$ cat src/rtl/apb_port_demux_pkg.sv
// Shared APB defaults and elaboration-time helpers for the port demultiplexer.
package apb_port_demux_pkg;

  localparam int APB_DATA_BITS = 32;
  localparam int APB_ADDR_BITS = 32;

  // Ceiling log2 for positive values; clog2(1) = 0.
  function automatic int clog2(input int value);
    int result;
    result = 0;
    for (int i = 0; i < 32; i++) begin
      if ((32'd1 << i) < 32'(value)) begin
        result = i + 1;
      end else begin
        result = result;
      end
    end
    return result;
  endfunction

  // Width of the port index field; never narrower than one bit.
  function automatic int sel_bits(input int num_ports);
    return (num_ports <= 1) ? 1 : clog2(num_ports);
  endfunction

endpackage

$ cat src/rtl/apb_port_decode.sv
// Port index to one-hot select and mapped flag.
module apb_port_decode
  import apb_port_demux_pkg::*;
#(
  parameter int NumPorts = 2,
  parameter int SelBits  = 1
) (
  input  logic [SelBits-1:0]  i_sel,
  output logic [NumPorts-1:0] o_onehot,
  output logic                o_mapped
);

  // One-hot decode; an out-of-range index yields an all-zero vector.
  always_comb begin
    o_onehot = '0;
    for (int i = 0; i < NumPorts; i++) begin
      o_onehot[i] = (i_sel == SelBits'(i));
    end
    o_mapped = (32'(i_sel) < 32'(NumPorts));
  end

endmodule

$ cat src/rtl/apb_port_demux.sv
// Single-master to N-slave APB3 demultiplexer. Steering is captured in the
// setup cycle and held through the access phase so that address changes
// during wait states cannot move the transfer to another slave.
module apb_port_demux
  import apb_port_demux_pkg::*;
#(
  parameter int NumPorts   = 2,
  parameter int AddrBits   = APB_ADDR_BITS,
  parameter int DataBits   = APB_DATA_BITS,
  parameter int PortSelLsb = 12
) (
  input  logic                         clk,
  input  logic                         rst,
  input  logic [AddrBits-1:0]          slv_paddr,
  input  logic                         slv_psel,
  input  logic                         slv_penable,
  output logic                         slv_pready,
  output logic [DataBits-1:0]          slv_prdata,
  output logic                         slv_pslverr,
  output logic [NumPorts-1:0]          mst_psel,
  output logic [NumPorts-1:0]          mst_penable,
  input  logic [NumPorts-1:0]          mst_pready,
  input  logic [NumPorts*DataBits-1:0] mst_prdata,
  input  logic [NumPorts-1:0]          mst_pslverr
);

  localparam int SelBits = sel_bits(NumPorts);

  logic [SelBits-1:0]  r_sel_q;
  logic                r_map_q;
  logic                w_setup;
  logic [SelBits-1:0]  w_idx;
  logic [SelBits-1:0]  w_sel;
  logic [NumPorts-1:0] w_onehot;
  logic                w_sel_mapped;
  logic                w_map;
  logic                w_unused_addr;

  // Only the index field is decoded here; other address bits go to the slaves directly.
  assign w_unused_addr = ^slv_paddr;

  assign w_idx   = slv_paddr[PortSelLsb +: SelBits];
  assign w_setup = slv_psel & ~slv_penable;
  assign w_sel   = w_setup ? w_idx : r_sel_q;

  apb_port_decode #(
    .NumPorts (NumPorts),
    .SelBits  (SelBits)
  ) u_decode (
    .i_sel    (w_sel),
    .o_onehot (w_onehot),
    .o_mapped (w_sel_mapped)
  );

  // In setup the decoder sees the live index, so its mapped flag is the one to capture.
  assign w_map = w_setup ? w_sel_mapped : r_map_q;

  // Capture steering at the end of each setup cycle; hold it through the access phase.
  always_ff @(posedge clk or negedge rst) begin
    if (!rst) begin
      r_sel_q <= '0;
      r_map_q <= 1'b0;
    end else if (w_setup) begin
      r_sel_q <= w_idx;
      r_map_q <= w_sel_mapped;
    end else begin
      r_sel_q <= r_sel_q;
      r_map_q <= r_map_q;
    end
  end

  // Combinational request steering and response return; everything is forced low in reset.
  always_comb begin
    mst_psel    = '0;
    mst_penable = '0;
    slv_pready  = 1'b0;
    slv_prdata  = '0;
    slv_pslverr = 1'b0;
    if (rst && slv_psel) begin
      if (w_map) begin
        mst_psel    = w_onehot;
        mst_penable = slv_penable ? w_onehot : '0;
        slv_pready  = |(w_onehot & mst_pready);
        slv_pslverr = |(w_onehot & mst_pslverr);
        for (int i = 0; i < NumPorts; i++) begin
          slv_prdata = slv_prdata
                     | (mst_prdata[i*DataBits +: DataBits] & {DataBits{w_onehot[i]}});
        end
      end else begin
        // Unmapped index: no slave is selected, the access phase completes with an error.
        slv_pready  = slv_penable;
        slv_pslverr = slv_penable;
      end
    end else begin
      mst_psel    = '0;
      mst_penable = '0;
      slv_pready  = 1'b0;
      slv_prdata  = '0;
      slv_pslverr = 1'b0;
    end
  end

endmodule

$ cat config.mk
export PLATFORM = sky130hd
export DESIGN_NAME = apb_port_demux
export DESIGN_NICKNAME = d
export VERILOG_FILES = /design/src/rtl/apb_port_demux_pkg.sv /design/src/rtl/apb_port_decode.sv /design/src/rtl/apb_port_demux.sv
export SDC_FILE = /design/constraint.sdc
export NUM_CORES = 1
export LEC_CHECK = 0
export CORE_UTILIZATION = 16
export DETAILED_ROUTE_END_ITERATION = 10
export PLACE_DENSITY = 0.82
export RECOVER_POWER = 50
export SLEW_MARGIN = 20
export SYNTH_ARGS = -nofsm -noshare
export SYNTH_HDL_FRONTEND = slang
export SYNTH_SLANG_ARGS = --single-unit
$ cat constraint.sdc
create_clock -name clk -period 1.5 [get_ports clk]
set_input_delay 0.3 -clock clk [delete_from_list [all_inputs] [get_ports clk]]
set_output_delay 0.3 -clock clk [all_outputs]
set_load 0.05 [all_outputs]
==> results.md, run 1 <==
- Commonest non-fill, non-tap cell in the layout: clkdlybuf4s50_1
- Synthesis-to-layout area growth: 365%
- Violated checks: negative setup slack
- WP data arrival: around 1.6 ns
- Mean Syn Cell Area: roughly 9.3 µm²
- Fin crit period: around 1.9 ns
- Placeable Area: between 3000 and 4000 µm²
- Crit path capture type: output pin
- Worst-Skew Late Latency: approximately 0.23 ns
- Int Power: between 0.0006 and 0.0007 W
- RSZ-0062 raised after global routing: yes
- Max Freq: 0.532 GHz
- First-pass GRT wire length: a little under 6000 µm
- GP Congestion: ~0.74
- Final HPWL DP: approximately 3100 µm
- Yosys warning count: 0
- Congestion Overflow GR: 0
- Post-synth top area share: 0.432
- Critical path launch point type: flip-flop
- Final period utilization: 1.25
- Psw: 0.000460 W
- Die X: 60.5 µm
- Tot Pwr: 0.00116 W
- CTS H-tree lvls: 1
- Cts bufs inserted: 3
- Initial antenna violation count: 0
- I/O Buffers: between 100 and 150
- Antenna viol nets, final: 0
- Synth area leaders: a22o_1 43%, a22o_2 9.2%, dfrtp_1 9.2%
- Crit path kind: flip-flop to output pin
- Final setup vio count: 38
- Vias in the first global route: around 1,200
- RR Startpoint: r_sel_q
- Worst min path class: input pin to asynchronous set/reset pin
- Layout net count: between 200 and 300
- Post-Place Cells: between 200 and 250
- Worst-margin pin slew: about 0.23 ns
- IO Count: ~140
- ANT cells: 0
- Synth unique cells: 17
- Post-CTS Hold Fix Bufs: 0
- Slew Limit Fails: 0
- Largest net degree at the start of global routing: 21
- Mapped Area: 547 µm²
- Die area: approximately 3700 µm²
- Residual DRC count: 0
- CTS tree: built
- Rows: 20
- Mean number of vias per cell: 4.73
- Max Cap Viol: 0
- GRT Total Usage: 0.223
- Initial DRT Pass Iterations: 4
- Synthesized Nets: 163
- Max_slew headroom: 0.841
- Share of cells above drive strength 1: 0.557
- Most frequent cells in the layout: 68 x clkdlybuf4s50_1, 40 x buf_12, 32 x a22o_4
- Routed len/inst: around 19 µm
- Clock buffer depth: 2
- Post-route worst setup slack: -0.378 ns
- CTS Sinks: 2
- Seq cells post-synth: 2
- Clk pwr share: 0.104
- Critical Path RT: around 1.2 ns
- Share of the yosys chip area belonging to registers: 0.0915
- Sw frac: 0.398
- Crit-path max FO: 2
- Yosys top cell by area: a22o_1
- Peak VDD IR: approximately 0.34 mV
- Clock Tree Root: clkbuf_4
- Vias post-DR: about 1,100
- Logic pwr share: 0.843
- Clock slew at reported path FFs: approximately 0.03 ns
- Routed Wire Length: 4210 µm
- Crit path launch: r_sel_q
- DRC violation total after the first TritonRoute iteration: 50
- Skew final: 0 ns
- Die height: just over 60 µm
- Fin. Hold Viols: 0
- Post-synthesis cell count: about 60
- Sequential share of power: 0.053
- Finished Layout Cells: between 200 and 250
- Leakage Power: 1.09 nW
- Power Dens Cells: ~450 nW/µm²
- Status: finished with violations
- Initial Util: 0.173
-- layout make-up --
| cell class | count | area, µm² |
|---|---|---|
| well taps | 44 | 55.1 |
| multi-input cells | 50 | 739 |
| clock buffers | 3 | 22.5 |
| repair buffers | 128 | 1680 |
| flip-flops and latches | 2 | 50.0 |
| fillers | 191 | 608 |
-- worst max-delay path, stage by stage (launching register included) --
cell	delay, ns
dfrtp_1	0.37
buf_6	0.12
buf_6	0.11
mux2i_4	0.18
mux2i_2	0.31
a21oi_2	0.11
buf_12	0.15
-- metrics by stage --
stage / setup WS, ns / instance area [µm²] / TNS [ns] / utilization / hold WS, ns
2_1_floorplan: -0.120 / 833 / -3.07 / - / 0.00441
3_3_place_gp: -0.584 / 2420 / -20.99 / 0.767 / 0.581
3_5_place_dp: -0.677 / 2420 / -22.12 / 0.767 / 0.598
4_1_cts: -0.360 / 2590 / -12.78 / 0.821 / 0.119
5_1_grt: -0.439 / 2540 / -14.95 / 0.807 / 0.120
6_report: -0.378 / 2540 / -11.82 / 0.807 / 0.124
-- power groups by stage --
stage / sequential, W / combinational [W] / clock (W)
floorplan: 0.0000615 / 0.000412 / 0
detailed placement: 0.0000615 / 0.000925 / 0
global placement: 0.0000615 / 0.000907 / 0
CTS: 0.0000600 / 0.000983 / 0.000127
finish: 0.0000608 / 0.000975 / 0.000121
global route: 0.0000611 / 0.00101 / 0.000139
-- layer usage --
| layer | share of wire | wire length [µm] | track usage | vias to the layer above |
|---|---|---|---|---|
| li1 | - | - | - | 494 |
| met1 | 0.31 | 1320 | 0.198 | 493 |
| met2 | 0.56 | 2370 | 0.465 | 78 |
| met3 | 0.10 | 425 | 0.0640 | 8 |
| met4 | 0.024 | 101 | 0.0779 | 0 |
| met5 | 0 | 0 | 0 | - |
-- flip-flops by register name, indices dropped and copies added, names as in the netlist --
name,cells
r_sel_q,1
r_map_q,1
-- worst paths after layout --
kind / depth (start not counted) / endpoint / slack [ns]
min in group clk: 2 / r_map_q / 0.60
min reg2reg: 2 / r_map_q / 0.60
max reg2reg: 3 / r_sel_q / 0.52
max in group asynchronous: 2 / r_sel_q / 1.24
max: 6 / slv_pslverr / -0.38
min: 2 / r_map_q / 0.12
-- what timing repair did --
action                     in CTS  in global routing
setup endpoints to repair      38                 38
resized for setup              20                  2
buffers inserted                4                  0
gates cloned                    2                  0
pin swaps                       9                  1
-- cells in the mapped netlist --
master and number:
a21oi_1 2, a21oi_4 2, a22o_1 27, a22o_2 5
and2_1 2, buf_2 2, buf_4 1, buf_6 4
dfrtp_1 2, mux2_2 1, mux2i_1 3, nand2_1 1
nand2b_1 3, nand3_1 1, nand3b_1 1, or2_4 1
or2b_1 1
-- cell families (layout without fill, tap and decap cells) --
group                  after synthesis  count (layout)  share of synthesized area
AOI/OAI and AO/OA                   36              36                      0.602
and+or+nand+nor                     10              10                      0.117
buffers and inverters                7             131                      0.114
muxes                                4               4                     0.0755
DFF                                  2               2                     0.0915
No activity file was read; power rests on OpenSTA's default activity.
==> inputs of run 2 (changes only) <==
--- a/config.mk
+++ b/config.mk
@@ -5,11 +5,11 @@
 export SDC_FILE = /design/constraint.sdc
 export NUM_CORES = 1
 export LEC_CHECK = 0
+export CORE_ASPECT_RATIO = 1.25
 export CORE_UTILIZATION = 16
 export DETAILED_ROUTE_END_ITERATION = 10
 export PLACE_DENSITY = 0.82
 export RECOVER_POWER = 50
-export SLEW_MARGIN = 20
 export SYNTH_ARGS = -nofsm -noshare
 export SYNTH_HDL_FRONTEND = slang
 export SYNTH_SLANG_ARGS = --single-unit
==> run 2 against run 1 <==
Against the previous run: the flow still finishes with violations (negative setup slack); first-iteration DRC count decreased by 90%; routed wire length increased by 3.8%; die area about the same; clock power increased by 74%; fmax decreased by 0.30%; critical endpoint is now mst_penable[0]; largest cell class unchanged.
==> results.md, run 2 (synthesized netlist as in run 1, its figures left out) <==
- Placeable Area: between 3000 and 4000 µm²
- Initial antenna violation count: 0
- R2R depth: 2
- Violated checks: negative setup slack
- CTS tree: built
- CTS Sinks: 2
- Worst min path class: input pin to asynchronous set/reset pin
- Vias post-DR: approximately 1,100
- Fin area: ~2600 µm²
- Die area: about 3700 µm²
- Critical path launch point type: flip-flop
- Final HPWL DP: approximately 3100 µm
- Clock Tree Root: clkbuf_8
- Rows: 23
- Clock buffer depth: 2
- Max Cap Viol: 0
- Initial Util: 0.170
- Post-route worst setup slack: -0.384 ns
- Initial DRT Pass Iterations: 4
- Fin crit period: approximately 1.9 ns
- RR Startpoint: r_map_q
- Cts bufs inserted: 3
- Top flop regs: r_map_q x1, r_sel_q x1
- Vias in the first global route: roughly 1,200
- Max Freq: between 0.5 and 0.6 GHz
- Final period utilization: 1.26
- DRC violation total after the first TritonRoute iteration: 5
- Worst-Skew Late Latency: between 0.2 and 0.25 ns
- ANT cells: 0
- Antenna viol nets, final: 0
- WP data arrival: roughly 1.6 ns
- Crit path launch: r_sel_q
- CP Cell Sequence: nand3b_1 -> a21oi_4 -> buf_4 -> buf_12 -> and2_4 -> buf_12
- Power Dens Cells: around 480 nW/µm²
- GRT Total Usage: 0.237
- Area after DPL: 2400 µm²
- GP Congestion: approximately 0.74
- Synthesis-to-layout area growth: 374%
- Final setup vio count: 38
- Worst-margin pin slew: between 0.2 and 0.3 ns
- Crit path kind: flip-flop to output pin
- Clock slew at reported path FFs: approximately 0.03 ns
- CP max stage delay: between 0.3 and 0.4 ns
- Critical R2R Capture: r_map_q
- Fin. Hold Viols: 0
- Commonest non-fill, non-tap cell in the layout: clkdlybuf4s50_1
- Critical Path RT: roughly 1.2 ns
- I/O Buffers: 110
- Crit path capture type: output pin
- Share of cells above drive strength 1: 0.561
- Layout net count: slightly below 300
- Crit-path max FO: 9
- Residual DRC count: 0
- FILL cells: approximately 190
- Critical path's slowest cell: dfrtp_1
- Slew Limit Fails: 0
- Leakage Power: 1.13 nW
- First-pass GRT wire length: 5930 µm
- Hold_ws: around 0.14 ns
- Skew final: 0 ns
- Max_slew headroom: 0.804
- Die X: about 54 µm
- CTS H-tree lvls: 1
- Congestion Overflow GR: 0
- Most frequent cells in the layout: 68 x clkdlybuf4s50_1, 41 x buf_12, 32 x a22o_4
- Post-CTS Hold Fix Bufs: 0
- RSZ-0062 raised after global routing: yes
- Mean number of vias per cell: between 4 and 5
- Routed len/inst: slightly below 20 µm
- Status: finished with violations
- Peak VDD IR: roughly 0.36 mV
- Crit path top cell by count: buf_12
- Die height: 67.4 µm
- IO Count: between 100 and 150
- Setup crit end: mst_penable[0]
- Largest net degree at the start of global routing: 26
- Final Core Density: 0.804
- Flop-to-flop setup slack: roughly 0.7 ns
- Routed Wire Length: ~4400 µm
## run 2: metrics by stage
stage	power [W]	setup TNS, ns	instances	worst slack, ns
3_5_place_dp	0.000982	-23.29	212	-0.652
3_3_place_gp	0.000967	-21.19	212	-0.589
2_1_floorplan	0.000474	-3.07	59	-0.120
4_1_cts	0.00125	-12.56	224	-0.377
5_1_grt	0.00128	-15.86	224	-0.431
6_report	0.00124	-13.73	224	-0.384
## run 2: final cells by class
cell class                      instances  area [µm²]  share of cell area
Multi-Input combinational cell         50         723               0.279
Tap cell                               37        46.3              0.0179
Sequential cell                         2        50.0              0.0193
Clock buffer                            3        41.3              0.0159
Timing Repair Buffer                  132        1730               0.668
## run 2: repair_timing
action | in CTS | in global routing
resized for setup | 21 | 1
hold endpoints to repair | 0 | 0
setup buffers | 7 | 1
endpoints found under the setup margin | 38 | 38
pin swaps | 5 | 2
gates cloned | 2 | 1
## run 2: critical path: cells and delay by family (launching register included)
family	cells	cell delay, ns
buffers and inverters	3	0.41
flip-flops	1	0.38
AND/OR/NAND/NOR	2	0.37
AO/OA/AOI/OAI	1	0.21
## run 2: how the worst min path moves through the flow
stage / from / to / slack (ns)
3_5_place_dp: r_sel_q / r_sel_q / 0.52
3_3_place_gp: r_sel_q / r_sel_q / 0.51
2_1_floorplan: rst / r_map_q / 0.004
6_report: rst / r_map_q / 0.14
5_1_grt: rst / r_map_q / 0.15
4_1_cts: rst / r_map_q / 0.14
## run 2: power by group
| group | switching [W] | internal, W |
|---|---|---|
| Clock | 0.0000411 | 0.000170 |
| Sequential | 0.00000305 | 0.0000585 |
| Combinational | 0.000420 | 0.000550 |
## run 2: routing by layer
metal	GRT usage	vias to the layer above	part of all wire
li1	-	503	-
met1	0.199	521	0.31
met2	0.462	76	0.54
met3	0.0946	8	0.13
met4	0.103	0	0.016
met5	0	-	0
==> RTL change, RTL diff (flow settings as in run 1) <==
Make the reset (`rst`) synchronous in one clocked block.
--- a/src/rtl/apb_port_demux.sv
+++ b/src/rtl/apb_port_demux.sv
@@ -56,7 +56,7 @@
   assign w_map = w_setup ? w_sel_mapped : r_map_q;
 
   // Capture steering at the end of each setup cycle; hold it through the access phase.
-  always_ff @(posedge clk or negedge rst) begin
+  always_ff @(posedge clk) begin
     if (!rst) begin
       r_sel_q <= '0;
       r_map_q <= 1'b0;
Formal check against the unedited RTL: same outputs for any inputs over 10 cycles, from zero or initial values and one cycle with rst low; that may be too few to reach the edited logic, so the function may still have changed.
==> RTL change against run 1 <==
- sequential cell count did not move
- total power is 18% lower
- design area rose by 3.8%
- area after synthesis up 2.5%
- core utilization is 1.5 points lower
- worst setup slack improved by 0.021 ns
- the flow still finishes with violations (setup timing)
- highest routed layer unchanged
- final cell count is 4.0% higher
- wire length is 25% higher
==> RTL change: results (changes against run 1) <==
* Status: complete, but fails checks
* Failing checks: setup timing
* Iter 0 DRT Violations at 48 (-4.0%)
* Net Sw Frac at 38.56% (-1.2 points)
* Global placer's final weighted congestion at 0.7580 (+2.0%)
* CP endpoint: mst_penable[1]
* R2r worst-path depth at 4 (+1)
* Worst IR Drop VDD at 0.2450 mV (-27%)
* Met2 wire len at 2726 um (+15%)
* Syn nets at 166 (+1.8%)
* Finish-stage setup viols at 38 (unchanged)
* Met1 Use GR at 29.94% (+10 points)
* Post-Route M1 WL at 1932 um (+46%)
* Final WS setup at -0.3576 ns (+0.02077 ns)
* FFs w/ async S/R, synth at 0% (-100 points)
* Avg Cell Area, Syn at 9.041 um2 (-2.4%)
* First-pass GRT wire length at 7217 um (+23%)
* CP Launch Point: r_sel_q
* Worst-Margin Slew at 0.2885 ns (+0.05395 ns)
* Setup Fix Bufs, Post-CTS at 11 (+7)
* Vias in the first global route at 1,286 (+5.2%)
* Post-synthesis cell type count at 16 (-1)
* Mux cell area share after synthesis at 5.357% (-2.2 points)
* Cell Count, Final, Fillers Out at 236 (+4.0%)
* Via density per instance at 4.966 (+5.1%)
* GRT Total Usage at 27.21% (+4.9 points)
* Worst hold-check path type: in2reg
* Met2 usage at 49.38% (+2.9 points)
* Met3 usage at 7.143% (+0.75 points)
* Top post-synthesis cells by area: a22o_1 50%, buf_6 12%, dfxtp_1 7.1%
* Primary FF master, synth: dfxtp_1
* Most frequent cells after synthesis: 32 x a22o_1, 6 x buf_6, 3 x mux2i_1, 3 x nor2b_1
* Post-Synth Adder-Cell Area at 0% (unchanged)
* Layout cells sized above 1 at 59.47% (+3.7 points)
* Clock Power Share at 12.5% (+2.1 points)
* Nets at 296 (+2.4%)
* Post_cts resized at 22 (+10%)
* Met3 wire length at 447 um (+5.2%)
* Crit-path max FO at 8 (+6)
* Post-detail-place hpwl at 3453 um (+10%)
* Crit path DAT at 1.56 ns (-0.02 ns)
* Drt total wl at 5247 um (+25%)
* Post-synthesis sequential area ratio at 7.143% (-2.0 points)
* P_leak at 1.135 nW (+3.7%)
* FILL cells at 189 (-1.0%)
* Largest net degree at the start of global routing at 17 (-19%)
* Worst R2R Setup Slack at 0.60 ns (+0.08 ns)
## RTL change: metrics by stage
stage | total power (W) | setup WS (ns) | cell area (um2) | TNS (ns)
after floorplan | 0.0003397 | -0.1070 | 850.8 | -0.8312
after global placement | 0.0007552 | -0.5806 | 2445 | -20.54
after detailed placement | 0.0007688 | -0.6317 | 2445 | -22.13
after CTS | 0.0009416 | -0.3511 | 2693 | -11.69
after global routing | 0.0009760 | -0.3891 | 2643 | -12.92
final | 0.0009431 | -0.3576 | 2643 | -11.64
## RTL change: worst max-delay path, stage by stage (launching register included)
cell     delay, ns
dfxtp_2       0.34
buf_4         0.13
nand3_4       0.08
a21oi_4       0.22
buf_6         0.15
buf_12        0.13
and2_4        0.15
buf_12        0.13
## RTL change: final cells by class
type,count,area (um2),area share (%)
clock buffer,3,22.52,0.8523
tap,46,57.56,2.178
timing repair buffer,131,1715,64.92
multi-input combinational,53,800.8,30.30
sequential,2,42.54,1.610
inverter,1,3.754,0.1420
